<file path="config.mk">
export PLATFORM = sky130hd
export DESIGN_NAME = mem_stage
export DESIGN_NICKNAME = d
export VERILOG_FILES = /design/src/rtl/mem_stage_pkg.sv /design/src/rtl/mem_wb_reg.sv /design/src/rtl/mem_stage.sv
export SDC_FILE = /design/constraint.sdc
export NUM_CORES = 1
export LEC_CHECK = 0
export ABC_AREA = 1
export CORE_ASPECT_RATIO = 1.25
export CORE_MARGIN = 10
export CORE_UTILIZATION = 40
export CTS_CLUSTER_SIZE = 20
export DETAILED_ROUTE_END_ITERATION = 10
export PLACE_DENSITY = 0.87
export SYNTH_ARGS = -nofsm -noshare
export SYNTH_HDL_FRONTEND = slang
export SYNTH_HIERARCHICAL = 1
export SYNTH_SLANG_ARGS = --single-unit
</file>
<file path="constraint.sdc">
create_clock -name clk -period 1.6 [get_ports clk]
set_clock_uncertainty 0.1 [all_clocks]
set_input_delay 0.24 -clock clk [delete_from_list [all_inputs] [get_ports clk]]
set_output_delay 0.24 -clock clk [all_outputs]
set_load 0.05 [all_outputs]
</file>
<file path="src/rtl/mem_stage_pkg.sv">
// Shared pipeline definitions for the memory stage: widths and the
// data-memory access FSM state encoding.
package mem_stage_pkg;

    localparam int BIT_W_DEF = 32;
    localparam int REG_IDX_W = 5;

    typedef enum logic {
        ST_IDLE = 1'b0,
        ST_WAIT = 1'b1
    } mem_state_e;

endpackage

</file>
<file path="src/rtl/mem_wb_reg.sv">
// MEM/WB pipeline register. A stall turns the slot into a bubble by dropping
// the write enable; rd and data simply hold.
module mem_wb_reg
    import mem_stage_pkg::*;
#(
    parameter int BIT_W = BIT_W_DEF
) (
    input  logic                 clk,
    input  logic                 rst,
    input  logic                 stall_i,
    input  logic [REG_IDX_W-1:0] rd_i,
    input  logic                 regwr_i,
    input  logic [BIT_W-1:0]     data_i,
    output logic [REG_IDX_W-1:0] wb_rd_o,
    output logic                 wb_regwr_o,
    output logic [BIT_W-1:0]     wb_data_o
);

    logic [REG_IDX_W-1:0] rd_q;
    logic                 regwr_q;
    logic [BIT_W-1:0]     data_q;

    // NOTE: sequential state uses non-blocking assignments so every register
    // samples the pre-edge values of its neighbours.
    always_ff @(posedge clk) begin
        if (rst) begin
            rd_q    <= '0;
            regwr_q <= 1'b0;
            data_q  <= '0;
        end else if (stall_i) begin
            regwr_q <= 1'b0;
        end else begin
            rd_q    <= rd_i;
            regwr_q <= regwr_i;
            data_q  <= data_i;
        end
    end

    assign wb_rd_o    = rd_q;
    assign wb_regwr_o = regwr_q;
    assign wb_data_o  = data_q;

endmodule

</file>
<file path="src/rtl/mem_stage.sv">
// Memory pipeline stage: EX/MEM register, data-memory req/ready FSM,
// forwarding outputs and the MEM/WB register.
module mem_stage
    import mem_stage_pkg::*;
#(
    parameter int BIT_W    = BIT_W_DEF,
    parameter int ADDR_LSB = 2
) (
    input  logic                 clk,
    input  logic                 rst,
    input  logic [BIT_W-1:0]     ex_alu_result,
    input  logic [BIT_W-1:0]     ex_mem_wdata,
    input  logic [BIT_W-1:0]     ex_pc_plus_4,
    input  logic [REG_IDX_W-1:0] ex_rd,
    input  logic                 ex_memrd,
    input  logic                 ex_memwr,
    input  logic                 ex_mem2reg,
    input  logic                 ex_regwr,
    input  logic                 ex_jump,
    output logic                 dmem_req,
    output logic                 dmem_wr,
    output logic [BIT_W-1:0]     dmem_addr,
    output logic [BIT_W-1:0]     dmem_wdata,
    input  logic                 dmem_ready,
    input  logic [BIT_W-1:0]     dmem_rdata,
    output logic                 stall_out,
    output logic [REG_IDX_W-1:0] fwd_rd,
    output logic                 fwd_regwr,
    output logic [BIT_W-1:0]     fwd_data,
    output logic [REG_IDX_W-1:0] wb_rd,
    output logic                 wb_regwr,
    output logic [BIT_W-1:0]     wb_data,
    output logic                 misalign_err,
    output logic [31:0]          stall_cycles
);

    logic [BIT_W-1:0]     alu_result_q;
    logic [BIT_W-1:0]     mem_wdata_q;
    logic [BIT_W-1:0]     pc_plus_4_q;
    logic [REG_IDX_W-1:0] rd_q;
    logic                 memrd_q;
    logic                 memwr_q;
    logic                 mem2reg_q;
    logic                 regwr_q;
    logic                 jump_q;

    mem_state_e           state_q;
    logic                 misalign_q;
    logic [31:0]          stall_cycles_q;

    logic                 mem_op;
    logic [BIT_W-1:0]     wb_data_d;

    always_ff @(posedge clk) begin
        if (rst) begin
            alu_result_q <= '0;
            mem_wdata_q  <= '0;
            pc_plus_4_q  <= '0;
            rd_q         <= '0;
            memrd_q      <= 1'b0;
            memwr_q      <= 1'b0;
            mem2reg_q    <= 1'b0;
            regwr_q      <= 1'b0;
            jump_q       <= 1'b0;
        end else if (!stall_out) begin
            alu_result_q <= ex_alu_result;
            mem_wdata_q  <= ex_mem_wdata;
            pc_plus_4_q  <= ex_pc_plus_4;
            rd_q         <= ex_rd;
            memrd_q      <= ex_memrd;
            memwr_q      <= ex_memwr;
            mem2reg_q    <= ex_mem2reg;
            regwr_q      <= ex_regwr;
            jump_q       <= ex_jump;
        end
    end

    assign mem_op    = memrd_q | memwr_q;
    assign stall_out = mem_op & ~dmem_ready;

    // Holding the EX/MEM register during a stall keeps the request stable.
    assign dmem_req   = mem_op;
    assign dmem_wr    = memwr_q;
    assign dmem_addr  = {alu_result_q[BIT_W-1:ADDR_LSB], {ADDR_LSB{1'b0}}};
    assign dmem_wdata = mem_wdata_q;

    always_ff @(posedge clk) begin
        if (rst) begin
            state_q <= ST_IDLE;
        end else begin
            case (state_q)
                ST_IDLE: if (mem_op && !dmem_ready) state_q <= ST_WAIT;
                ST_WAIT: if (dmem_ready)            state_q <= ST_IDLE;
                default:                            state_q <= ST_IDLE;
            endcase
        end
    end

    always_ff @(posedge clk) begin
        if (rst) begin
            misalign_q     <= 1'b0;
            stall_cycles_q <= '0;
        end else begin
            if (dmem_req && (alu_result_q[ADDR_LSB-1:0] != '0))
                misalign_q <= 1'b1;
            if (stall_out)
                stall_cycles_q <= stall_cycles_q + 32'd1;
        end
    end

    assign misalign_err = misalign_q;
    assign stall_cycles = stall_cycles_q;

    // Loads must not forward from EX/MEM; the hazard unit resolves load-use.
    assign fwd_rd    = rd_q;
    assign fwd_regwr = regwr_q & ~memrd_q;
    assign fwd_data  = jump_q ? pc_plus_4_q : alu_result_q;

    // NOTE: every branch assigns wb_data_d, so no latch is inferred.
    always_comb begin
        if (jump_q)
            wb_data_d = pc_plus_4_q;
        else if (mem2reg_q)
            wb_data_d = dmem_rdata;
        else
            wb_data_d = alu_result_q;
    end

    mem_wb_reg #(
        .BIT_W(BIT_W)
    ) u_mem_wb_reg (
        .clk       (clk),
        .rst       (rst),
        .stall_i   (stall_out),
        .rd_i      (rd_q),
        .regwr_i   (regwr_q),
        .data_i    (wb_data_d),
        .wb_rd_o   (wb_rd),
        .wb_regwr_o(wb_regwr),
        .wb_data_o (wb_data)
    );

endmodule

</file>
==> flow_summary.yaml <==
critical_path:
  cp.arrival_ns: 1.49
  cpMaxStageDelayCell: "dfxtp_4"
  path_common_cell: "buf_12"
  path_cells: "buf_12 -> clkbuf_16 -> o21ai_2 -> buf_12"
  r2r_start: "jump_q"
  crit_path_max_incr_delay_ns: 0.36
  start_kind: "flip-flop"
  end_kind: "primary output"
  regToRegSetupSlack_ns: 0.04
  r2r_end: "u_mem_wb_reg/wb_data_o[7]"
  r2r_cells: 7
  critical_path_class: "flip-flop to primary output"
  crit_required_ns: 1.26
  crit_fanout: 10
power_and_ir_drop:
  ir_drop_mv: 0.714
  p_leak_uw: 0.00591
  power_density_nw_per_um2: 1000
logic_synthesis:
  async_flop_share: 0
  ys_seq_area_frac: 0.437
  synth.cell_area_um2: 8110
  synth_ff_type: "dfxtp_1"
  synth_top_cells_by_area: "dfxtp_1 44%, o21ai_0 13%, nor2_1 13%"
  synth_top_area_frac: 0.437
  synth-edff-count: 0
  ys_warn_count: 6
  synthCells: 1207
  synth_seq_cells: 177
  syn_area_per_cell_um2: 6.72
  netlist.top_cell.by_area: "dfxtp_1"
  yosysUniqueCellTypes: 27
layout:
  final-seq-area_um2: 3580
  multi_input_area_um2: 4020
  fill_cells: 1490
  layout-drive-gt1-share: 0.260
  area_growth_pct: 67.7
  layout_commonest_cell: "nor2_1"
  fin_area_um2: 13600
  final_cell_mix: "258 x nor2_1, 189 x nand2_1, 180 x o21ai_0"
  finalNetCount: 1657
detailed_routing:
  remaining_drc_errors: 0
  drtIter0Drc: 560
  avgRoutedWirePerCell_um: 16.9
  drt.antenna.violating_nets: 0
  vias: 8921
  vias_per_cell: 4.96
  dr.pass1.iters: 5
  finalWirelength_mm: 30.4
grt:
  grt_pass1_vias: 8684
  grt_usage: 0.217
  antenna_found_initial: 2
  grt_max_degree: 59
  grt_overflow: 0
  grt_pass1_wl_mm: 46.1
run_status:
  violations: "setup timing"
  outcome: "finished with violations"
clocking:
  cts_hold_buf: 0
  cts_buffers: 17
  clock-root-buffer: "clkbuf_16"
  cts_tree: "yes"
  ctsHtreeMaxLevel: 4
  clk_pin_slew_ns: 0.07
  clkSinkCount: 177
  clk_path_buf_depth: 2
  clock_latency_ns: 0.42
floorplan:
  dieArea_um2: 26400
  ios: 317
  initial_core_util: 0.405
  core_region_area_um2: 20000
  fp.dieW_um: 147
  placementRows: 58
  die_height_um: 179
timing:
  grt_setup_unrepaired: "yes"
  period_minus_slack_ns: 1.83
  fmax_ghz: 0.545
  final_hold_viol_count: 0
  setup_viol: 33
  setup_slack_ns: -0.234
  slew_violations: 0
  finalCritPeriodShare: 1.15
  final.setup.tns_ns: -5.70
place:
  placedInstanceArea_um2: 12400
  gp_congestion: 0.975
  io_buffers: 314
  hpwl_mm: 21.9
worst_hold_path:
  min_to: "dmem_wdata[16]"
  hold_path.class: "primary input to flip-flop"
  holdPathStages: 3
  hold_start: "ex_mem_wdata[16]"
job:
  timing.max_cap.violations: 0
==> cells by family (layout without fill, tap and decap cells) <==
group | count (synthesis) | after routing | synth area share
flip-flops | 177 | 177 | 0.437
buffers and inverters | 223 | 542 | 0.129
AO/OA/AOI/OAI | 263 | 263 | 0.162
adder cells (fa/ha/maj) | 1 | 1 | 0.00154
XOR/XNOR | 1 | 1 | 0.00108
other | 1 | 3 | 0.000463
AND/OR/NAND/NOR | 541 | 541 | 0.268
==> stage by stage <==
step / std cells / total power (µW) / hold slack (ns) / setup WS (ns) / utilization
after CTS: 1793 / 13600 / 0.278 / -0.246 / 0.668
after floorplan: 1208 / 7550 / 0.275 / -0.358 / -
after global placement: 1748 / 9240 / 0.327 / -0.262 / 0.617
after global routing: 1798 / 14100 / 0.282 / -0.277 / 0.679
final: 1798 / 13600 / 0.299 / -0.234 / 0.679
after detailed placement: 1748 / 9330 / 0.328 / -0.329 / 0.617
==> report_power, final <==
group          total (µW)  internal, µW  switching (µW)
logic                4540          1850            2690
registers            5010          4770             246
clock network        4040          2170            1870
total               13600          8780            4810
==> worst max-delay path: cells and delay by family, from the launching register on <==
kind | cells | cell delay [ns]
buf+inv | 3 | 0.50
compound gates | 1 | 0.21
flops | 1 | 0.36
==> registers in the layout, summed over array words and instances (netlist names) <==
register,count
alu_result_q,32
dmem_wdata,32
dmem_wr,1
fwd_rd,5
jump_q,1
mem2reg_q,1
memrd_q,1
misalign_err,1
pc_plus_4_q,32
regwr_q,1
stall_cycles,32
u_mem_wb_reg/wb_data_o,32
u_mem_wb_reg/wb_rd_o,5
u_mem_wb_reg/wb_regwr_o,1
==> layout make-up <==
type                            instances  share of cell area
Multi-Input combinational cell        808               0.296
Clock buffer                           18              0.0316
Clock inverter                         13             0.00929
Timing Repair Buffer                  388               0.341
Inverter                              123              0.0342
Sequential cell                       177               0.263
Tap cell                              270              0.0248
Antenna cell                            1            0.000184
==> timing repair <==
item | in CTS | in global routing
buffers inserted | 11 | 4
gates cloned | 4 | 1
pin swaps | 10 | 14
gates resized for setup | 66 | 48
setup endpoints to repair | 40 | 58
==> routing by layer <==
metal / wire length (µm) / part of all wire / track usage
met1: 11500 / 0.38 / 0.240
met2: 15300 / 0.50 / 0.375
met3: 2490 / 0.082 / 0.0745
met4: 1040 / 0.034 / 0.0852
met5: 20 / 0.00066 / 0
==> synth_stat cells (2+ instances only) <==
cell      number
clkbuf_1      18
nor2_4         2
nand2_2        2
o21ai_0      213
inv_1        118
buf_2         38
nand4_1        9
buf_4         41
nand3_1       25
nand3_2        2
a21oi_1       50
nor2_2        11
buf_1          2
inv_2          4
nor3_1         4
nand2_1      212
nor2_1       270
dfxtp_1      177
==> worst max path at each step <==
| stage | from | to | slack [ns] |
|---|---|---|---|
| global placement | dmem_ready | stall_cycles[25] | -0.26 |
| CTS | jump_q | fwd_data[9] | -0.25 |
| floorplan | jump_q | fwd_data[0] | -0.36 |
| finish | jump_q | fwd_data[17] | -0.23 |
| detailed placement | dmem_ready | stall_cycles[25] | -0.33 |
| global route | jump_q | fwd_data[11] | -0.28 |
Power figures use the tool's default switching activity.
